### src/rtl/uart_pkg.sv
// Shared constants and state types for the iomem UART peripheral.
package uart_pkg;

    localparam logic [7:0] UART_BASE_SEL = 8'h04;

    localparam logic [1:0] REG_DATA   = 2'd0;
    localparam logic [1:0] REG_STATUS = 2'd1;
    localparam logic [1:0] REG_DIV    = 2'd2;
    localparam logic [1:0] REG_CTRL   = 2'd3;

    localparam int unsigned ST_RX_NONEMPTY = 0;
    localparam int unsigned ST_TX_BUSY     = 1;
    localparam int unsigned ST_OVERRUN     = 2;
    localparam int unsigned ST_FRAMING     = 3;
    localparam int unsigned ST_COUNT_LSB   = 8;

    typedef enum logic [1:0] {TX_IDLE, TX_START, TX_DATA, TX_STOP} tx_state_e;
    typedef enum logic [1:0] {RX_IDLE, RX_START, RX_DATA, RX_STOP} rx_state_e;

endpackage

### src/rtl/uart_rx_fifo.sv
// Synchronous byte FIFO for received characters; a push into a full FIFO is
// accepted when a pop happens in the same cycle.
module uart_rx_fifo #(
    parameter  int unsigned FIFO_DEPTH = 16,
    localparam int unsigned AW         = $clog2(FIFO_DEPTH)
) (
    input  logic        clk,
    input  logic        reset,
    input  logic        push_i,
    input  logic [7:0]  din_i,
    input  logic        pop_i,
    output logic [7:0]  dout_o,
    output logic        full_o,
    output logic        empty_o,
    output logic [AW:0] count_o
);
    logic [7:0]  mem_q [FIFO_DEPTH];
    logic [AW:0] wptr_q, rptr_q;
    logic        do_push, do_pop;

    assign empty_o = (wptr_q == rptr_q);
    assign full_o  = (wptr_q[AW] != rptr_q[AW]) && (wptr_q[AW-1:0] == rptr_q[AW-1:0]);
    assign count_o = wptr_q - rptr_q;
    assign dout_o  = mem_q[rptr_q[AW-1:0]];
    assign do_pop  = pop_i && !empty_o;
    assign do_push = push_i && (!full_o || do_pop);

    always_ff @(posedge clk) begin
        if (reset) begin
            wptr_q <= '0;
            rptr_q <= '0;
        end else begin
            if (do_push) wptr_q <= wptr_q + 1'b1;
            if (do_pop)  rptr_q <= rptr_q + 1'b1;
        end
    end

    always_ff @(posedge clk) begin
        if (do_push) mem_q[wptr_q[AW-1:0]] <= din_i;
    end

endmodule

### src/rtl/iomem_uart.sv
// Memory-mapped UART on the iomem bus: DATA/STATUS/DIV/CTRL registers,
// single-stage transmitter and a FIFO-buffered receiver.
module iomem_uart
    import uart_pkg::*;
#(
    parameter int unsigned CLK_DIV    = 139,
    parameter int unsigned FIFO_DEPTH = 16
) (
    input  logic        clk,
    input  logic        reset,
    input  logic        iomem_valid,
    output logic        iomem_ready,
    input  logic [3:0]  iomem_wstrb,
    input  logic [31:0] iomem_addr,
    input  logic [31:0] iomem_wdata,
    output logic [31:0] iomem_rdata,
    output logic        ser_tx,
    input  logic        ser_rx,
    output logic        irq
);
    localparam int unsigned CW = $clog2(FIFO_DEPTH) + 1;

    logic        ready_q, irq_q, rx_ie_q, overrun_q, framing_q;
    logic [31:0] rdata_q, rdata_d;
    logic [15:0] div_q, div_d;
    logic [1:0]  reg_sel;
    logic        sel, is_write, stall, ack, tx_busy, tx_load, fifo_pop;

    tx_state_e   tx_state_q;
    logic        ser_tx_q, tx_load_q;
    logic [7:0]  tx_byte_q, tx_shift_q;
    logic [15:0] tx_cnt_q, tx_div_q;
    logic [2:0]  tx_bit_q;

    rx_state_e   rx_state_q;
    logic        rx_s1_q, rx_s2_q, rx_prev_q;
    logic [7:0]  rx_shift_q;
    logic [15:0] rx_cnt_q, rx_div_q;
    logic [2:0]  rx_bit_q;
    logic        rx_stop_sample, rx_push, rx_frame_err, rx_overrun;

    logic [7:0]    fifo_dout;
    logic          fifo_full, fifo_empty;
    logic [CW-1:0] fifo_count;

    logic unused_bits;
    assign unused_bits = ^{iomem_addr[23:4], iomem_addr[1:0], iomem_wdata[31:16]};

    assign reg_sel  = iomem_addr[3:2];
    assign sel      = iomem_valid && !ready_q && (iomem_addr[31:24] == UART_BASE_SEL);
    assign is_write = |iomem_wstrb;
    assign tx_busy  = (tx_state_q != TX_IDLE) || tx_load_q;
    assign stall    = is_write && iomem_wstrb[0] && (reg_sel == REG_DATA) && tx_busy;
    assign ack      = sel && !stall;
    assign tx_load  = ack && iomem_wstrb[0] && (reg_sel == REG_DATA);
    assign fifo_pop = ack && !is_write && (reg_sel == REG_DATA) && !fifo_empty;

    // Stop-bit decision is combinational so the push lands on the sample edge.
    assign rx_stop_sample = (rx_state_q == RX_STOP) && (rx_cnt_q == '0);
    assign rx_push        = rx_stop_sample && rx_s2_q;
    assign rx_frame_err   = rx_stop_sample && !rx_s2_q;
    assign rx_overrun     = rx_push && fifo_full && !fifo_pop;

    always_comb begin
        rdata_d = '0;
        case (reg_sel)
            REG_DATA:   rdata_d = fifo_empty ? '1 : {24'h0, fifo_dout};
            REG_STATUS: begin
                rdata_d[ST_RX_NONEMPTY]       = !fifo_empty;
                rdata_d[ST_TX_BUSY]           = tx_busy;
                rdata_d[ST_OVERRUN]           = overrun_q;
                rdata_d[ST_FRAMING]           = framing_q;
                rdata_d[ST_COUNT_LSB +: CW]   = fifo_count;
            end
            REG_DIV:    rdata_d = {16'h0, div_q};
            REG_CTRL:   rdata_d = {31'h0, rx_ie_q};
            default:    rdata_d = '0;
        endcase
    end

    always_comb begin
        div_d = div_q;
        if (iomem_wstrb[0]) div_d[7:0]  = iomem_wdata[7:0];
        if (iomem_wstrb[1]) div_d[15:8] = iomem_wdata[15:8];
        if (div_d < 16'd2)  div_d       = 16'd2;
    end

    always_ff @(posedge clk) begin
        if (reset) begin
            ready_q   <= 1'b0;
            rdata_q   <= '0;
            div_q     <= 16'(CLK_DIV);
            rx_ie_q   <= 1'b0;
            overrun_q <= 1'b0;
            framing_q <= 1'b0;
            irq_q     <= 1'b0;
        end else begin
            ready_q <= ack;
            rdata_q <= ack ? rdata_d : '0;
            irq_q   <= rx_ie_q && !fifo_empty;
            if (ack && is_write && reg_sel == REG_DIV) div_q <= div_d;
            if (ack && iomem_wstrb[0] && reg_sel == REG_CTRL) rx_ie_q <= iomem_wdata[0];
            overrun_q <= rx_overrun || (overrun_q && !(ack && iomem_wstrb[0] &&
                         reg_sel == REG_STATUS && iomem_wdata[ST_OVERRUN]));
            framing_q <= rx_frame_err || (framing_q && !(ack && iomem_wstrb[0] &&
                         reg_sel == REG_STATUS && iomem_wdata[ST_FRAMING]));
        end
    end

    always_ff @(posedge clk) begin
        if (reset) begin
            tx_state_q <= TX_IDLE;
            ser_tx_q   <= 1'b1;
            tx_load_q  <= 1'b0;
            tx_byte_q  <= '0;
            tx_shift_q <= '0;
            tx_cnt_q   <= '0;
            tx_div_q   <= '0;
            tx_bit_q   <= '0;
        end else begin
            tx_load_q <= tx_load;
            if (tx_load) tx_byte_q <= iomem_wdata[7:0];
            case (tx_state_q)
                TX_IDLE: if (tx_load_q) begin
                    tx_state_q <= TX_START;
                    ser_tx_q   <= 1'b0;
                    tx_div_q   <= div_q;
                    tx_cnt_q   <= div_q - 16'd1;
                    tx_shift_q <= tx_byte_q;
                end
                TX_START: if (tx_cnt_q == '0) begin
                    tx_state_q <= TX_DATA;
                    ser_tx_q   <= tx_shift_q[0];
                    tx_cnt_q   <= tx_div_q - 16'd1;
                    tx_bit_q   <= '0;
                end else tx_cnt_q <= tx_cnt_q - 16'd1;
                TX_DATA: if (tx_cnt_q == '0) begin
                    tx_cnt_q <= tx_div_q - 16'd1;
                    if (tx_bit_q == 3'd7) begin
                        tx_state_q <= TX_STOP;
                        ser_tx_q   <= 1'b1;
                    end else begin
                        tx_bit_q   <= tx_bit_q + 3'd1;
                        ser_tx_q   <= tx_shift_q[1];
                        tx_shift_q <= tx_shift_q >> 1;
                    end
                end else tx_cnt_q <= tx_cnt_q - 16'd1;
                TX_STOP: if (tx_cnt_q == '0) tx_state_q <= TX_IDLE;
                         else tx_cnt_q <= tx_cnt_q - 16'd1;
                default: tx_state_q <= TX_IDLE;
            endcase
        end
    end

    always_ff @(posedge clk) begin
        if (reset) begin
            rx_s1_q    <= 1'b1;
            rx_s2_q    <= 1'b1;
            rx_prev_q  <= 1'b1;
            rx_state_q <= RX_IDLE;
            rx_shift_q <= '0;
            rx_cnt_q   <= '0;
            rx_div_q   <= '0;
            rx_bit_q   <= '0;
        end else begin
            rx_s1_q   <= ser_rx;
            rx_s2_q   <= rx_s1_q;
            rx_prev_q <= rx_s2_q;
            case (rx_state_q)
                RX_IDLE: if (rx_prev_q && !rx_s2_q) begin
                    rx_state_q <= RX_START;
                    rx_div_q   <= div_q;
                    rx_cnt_q   <= (div_q >> 1) - 16'd1;
                end
                RX_START: if (rx_cnt_q == '0) begin
                    if (rx_s2_q) rx_state_q <= RX_IDLE;
                    else begin
                        rx_state_q <= RX_DATA;
                        rx_cnt_q   <= rx_div_q - 16'd1;
                        rx_bit_q   <= '0;
                    end
                end else rx_cnt_q <= rx_cnt_q - 16'd1;
                RX_DATA: if (rx_cnt_q == '0) begin
                    rx_shift_q <= {rx_s2_q, rx_shift_q[7:1]};
                    rx_cnt_q   <= rx_div_q - 16'd1;
                    if (rx_bit_q == 3'd7) rx_state_q <= RX_STOP;
                    else rx_bit_q <= rx_bit_q + 3'd1;
                end else rx_cnt_q <= rx_cnt_q - 16'd1;
                RX_STOP: if (rx_cnt_q == '0) rx_state_q <= RX_IDLE;
                         else rx_cnt_q <= rx_cnt_q - 16'd1;
                default: rx_state_q <= RX_IDLE;
            endcase
        end
    end

    uart_rx_fifo #(.FIFO_DEPTH(FIFO_DEPTH)) u_rx_fifo (
        .clk     (clk),
        .reset   (reset),
        .push_i  (rx_push),
        .din_i   (rx_shift_q),
        .pop_i   (fifo_pop),
        .dout_o  (fifo_dout),
        .full_o  (fifo_full),
        .empty_o (fifo_empty),
        .count_o (fifo_count)
    );

    assign iomem_ready = ready_q;
    assign iomem_rdata = rdata_q;
    assign ser_tx      = ser_tx_q;
    assign irq         = irq_q;

endmodule

### config.mk
export PLATFORM = sky130hd
export DESIGN_NAME = iomem_uart
export DESIGN_NICKNAME = d
export VERILOG_FILES = /design/src/rtl/uart_pkg.sv /design/src/rtl/uart_rx_fifo.sv /design/src/rtl/iomem_uart.sv
export SDC_FILE = /design/constraint.sdc
export NUM_CORES = 1
export LEC_CHECK = 0
export BUFFER_PORTS_ARGS = -buffer_cell sky130_fd_sc_hd__buf_2
export CORE_MARGIN = 10
export CORE_UTILIZATION = 35
export CTS_CLUSTER_SIZE = 10
export DETAILED_ROUTE_END_ITERATION = 7
export MAX_ROUTING_LAYER = met4
export SLEW_MARGIN = 40
export SYNTH_ARGS = -nofsm -noshare
export SYNTH_HDL_FRONTEND = slang
export SYNTH_SLANG_ARGS = --single-unit
### constraint.sdc
create_clock -name clk -period 3.3 [get_ports clk]
set_input_delay 0.33 -clock clk [delete_from_list [all_inputs] [get_ports clk]]
set_output_delay 0.33 -clock clk [all_outputs]
set_load 0.02 [all_outputs]
==> results.md <==
* Worst EP arrival at 3.09 ns
* Clock power share at 0.324
* DR vias at 10630
* Final TNS setup at 0 ns
* Delay-heaviest family, CP: simple AND/OR/NAND/NOR gates
* VDD IR max at 0.4045 mV
* GPL Wtd Cong at 0.9090
* Critical Path Start Type: flop
* Grt met2 use at 0.2516
* Max incr delay on CP at 0.51 ns
* Worst skew pair latency at 0.53 ns
* Layout Nets at 1528
* Initial antenna violation count at 1
* First-pass GRT wire length at 58880 um
* Synth Area in Compound Gates at 0.1189
* Sequential fraction of design power at 0.377
* Input/output buffers at 68
* Slew Limit Fails at 0
* Mux contribution to synthesized area at 0.07961
* Number of buffers and inverters on the critical path at 2
* Synth Area in Adders at 0.03012
* Clk pin slew, worst setup/hold paths at 0.05 ns
* FILL cells at 3827
* Peak Freq at 342.6 MHz
* Int Power at 6.892 mW
* GRT Util Overall at 0.1592
* Crit path from: rx_cnt_q[0]$_SDFFE_PP0P_
* Die X at 219.7 um
* EDFF count, synth at 128
* Worst Hold Margin at 0.02002 ns
* # IOs at 107
* Flops & latches, synth at 283
* RSZ-0062 raised after global routing: false
* Post-cts gate resize count at 0
* Hold_sp: ser_rx
* CP max FO at 14
* Final Setup Violations at 0
* CP required at 3.47 ns
* FF-to-FF End: u_rx_fifo.mem_q[0][6]$_DFFE_PP_
* Global route overflow at 0
* Reg2reg setup slack at 0.38 ns
* Synthesized netlist cell count at 1372
* Synth Warn # at 0
* PD cells at 663.6 nW/um^2
* Xor and xnor area share after synthesis at 0.05208
* Vias per inst at 5.399
* Commonest non-fill, non-tap cell in the layout: nand2_1
* Seq/Total Area, Yosys at 0.4977
* CP Depth at 8
* Initial core utilization at 0.3529
* Placement row count at 73
* Post-layout min period at 2.919 ns
* Setup Buffers After CTS at 0
* Outcome: completed
* Asr flop ratio synth at 0
* Core Region at 39550 um^2
* Number of global-route vias before repair at 10260
* Combinational fraction of design power at 0.299
* Die H at 219.7 um
* Commonest cells after routing, fill and taps aside: nand2_1 (177), dfxtp_1 (154), edfxtp_1 (128), a21oi_1 (118), nor2_1 (96)
* WHS Endpoint: rx_s1_q$_SDFF_PP1_
* WS Path Type: reg -> reg
* Final Skew at 0.01101 ns
* Worst r2r path cells at 8
* Max Cap Violations at 0
* Routing usage on met1 at 0.2035
* Ant. Diodes at 0
* CTS tree: done
* Sequential Area at 6948 um^2
* Routed WL per cell at 19.28 um
* Reg2reg start: rx_cnt_q[0]$_SDFFE_PP0P_
* Main flop type after synthesis: dfxtp_1
* Worst-path cell chain: inv_1 -> ha_1 -> nor4b_1 -> nand2_1 -> nor4_2 -> buf_4 -> and2_1 -> and3_1
* Largest family of logic cells by synthesized area: simple AND/OR/NAND/NOR gates
* Setup crit end kind: flop
* Max_slew headroom at 0.4571
* Sw Share at 0.3452
* Grt met3 use at 0.02852
* Pwr Total at 10.52 mW
* Clk sinks at 283
* Syn-to-layout area delta at 13.63%
* CTS Root Cell: clkbuf_16
* Final Hold Fails at 0
* First-pass DRT Iterations at 5
* Simple-gate share of the synthesized area at 0.1779
* Busiest grt layer: met2
* DP HPWL at 26930 um
* CTS H-Tree Depth at 2
* Class of the worst hold path: in -> reg
* Slowest-stage cell, CP: and3_1
* Bufs on Longest Clock Path at 3
* Synthesized area at 13960 um^2
* Mapped Nets at 1477
* Netlist cell types at 76
* Iter 0 DRT Violations at 966
* Multi-input logic area at 6404 um^2
* Period utilisation layout at 0.8846
* DRC errors left at 0
* P_sw at 3.633 mW
* Static Leakage at 5.829 nW
* Worst Hold Depth at 2
* Layout cells sized above 1 at 0.1490
* Final wirelength at 37950 um
* Largest net degree at the start of global routing at 59
* Hold buffers post-CTS at 0
* Antenna viol nets, final at 0
* CTS Buf Count at 34
* Mapped Avg Cell Area at 10.17 um^2
* DIE AREA at 48270 um^2
* Actual slew at the worst max-slew pin at 0.8143 ns
==> worst max-delay path by stage <==
stage | to | slack [ns]
2_1_floorplan | u_rx_fifo.mem_q[0][0]$_DFFE_PP_ | 0.64
3_3_place_gp | u_rx_fifo.mem_q[1][5]$_DFFE_PP_ | 0.44
3_5_place_dp | u_rx_fifo.mem_q[0][6]$_DFFE_PP_ | 0.44
4_1_cts | u_rx_fifo.mem_q[0][6]$_DFFE_PP_ | 0.44
5_1_grt | u_rx_fifo.mem_q[2][6]$_DFFE_PP_ | 0.18
6_report | u_rx_fifo.mem_q[0][6]$_DFFE_PP_ | 0.38
==> power by group through the flow <==
stage                     combinational, mW  sequential [mW]  clock, mW
after floorplan                        2.30             4.00          0
after global placement                 3.06             4.03          0
after detailed placement               3.07             4.04          0
after CTS                              3.10             3.96       3.47
after global routing                   3.46             3.99       3.63
final                                  3.15             3.97       3.41
==> cells in the mapped netlist, types with 5 or more instances <==
master       n  area share
a21oi_1    118       0.042
o21ai_0     40       0.014
a31oi_1      5      0.0022
nand3_1     38       0.014
xnor2_1     37       0.023
nand2_1    177       0.048
buf_2       10      0.0036
a211oi_1    17      0.0091
and3_1      23       0.010
or4_1        8      0.0043
edfxtp_1   128        0.28
a22oi_1     12      0.0065
nor4_1      24       0.011
mux2i_1     30       0.022
or2_2        5      0.0022
xor2_1      46       0.029
dfxtp_1    155        0.22
o211ai_1     9      0.0048
o31ai_1      6      0.0032
nor2b_1     14      0.0063
buf_4       16      0.0086
inv_1       35      0.0094
nand4_1     10      0.0045
nor3_1      44       0.016
nand2b_1     8      0.0036
and2_1       7      0.0031
ha_1        32       0.029
nor2_1      96       0.026
and4_1       6      0.0038
a2bb2oi_1    5      0.0031
or3_1       16      0.0072
a311oi_1     6      0.0038
a311o_1      5      0.0036
clkbuf_1    73       0.020
mux4_2      36       0.058
==> registers in the layout, indices dropped and copies added, names as in the netlist, 2 cells and up, named ones only <==
register	cells
tx_shift_q	8
rx_bit_q	3
rx_shift_q	8
tx_byte_q	8
u_rx_fifo.wptr_q	5
tx_div_q	16
tx_state_q	2
tx_bit_q	3
rx_div_q	16
tx_cnt_q	16
u_rx_fifo.rptr_q	5
div_q	16
rx_cnt_q	16
iomem_rdata	17
u_rx_fifo.mem_q	128
==> cells by family after synthesis <==
logic type / Yosys count
simple gates: 504
mux: 66
buf+inv: 139
xor+xnor: 83
flops: 283
fa+ha+maj: 33
compound gates: 264
==> final cells by class <==
| class | count | area share |
|---|---|---|
| Sequential cell | 283 | 0.4381 |
| Multi-Input combinational cell | 950 | 0.4038 |
| Clock buffer | 54 | 0.05964 |
| Timing Repair Buffer | 118 | 0.04607 |
| Tap cell | 525 | 0.04142 |
| Inverter | 36 | 0.008521 |
| Clock inverter | 2 | 0.002446 |
==> metal layers <==
| layer | share of wire | wire length (um) |
|---|---|---|
| met1 | 0.44 | 16830 |
| met2 | 0.47 | 17960 |
| met3 | 0.059 | 2229 |
| met4 | 0.025 | 930 |
| met5 | 0 | 0 |
==> stage by stage <==
step                      cells  cell area, um^2  utilization  worst slack (ns)
after floorplan            1372            13960            -            0.6383
after global placement     1912            14870       0.3760            0.4442
after detailed placement   1912            14870       0.3761            0.4364
after CTS                  1968            15860       0.4010            0.4370
after global routing       1968            15860       0.4010            0.1797
final                      1968            15860       0.4010            0.3808
==> worst reg2reg max path, stage by stage, from the launching register on <==
cell	delay, ns
dfxtp_1	0.32
inv_1	0.12
ha_1	0.18
nor4b_1	0.47
nand2_1	0.17
nor4_2	0.25
buf_4	0.18
and2_1	0.37
and3_1	0.51
Power figures use the tool's default switching activity.
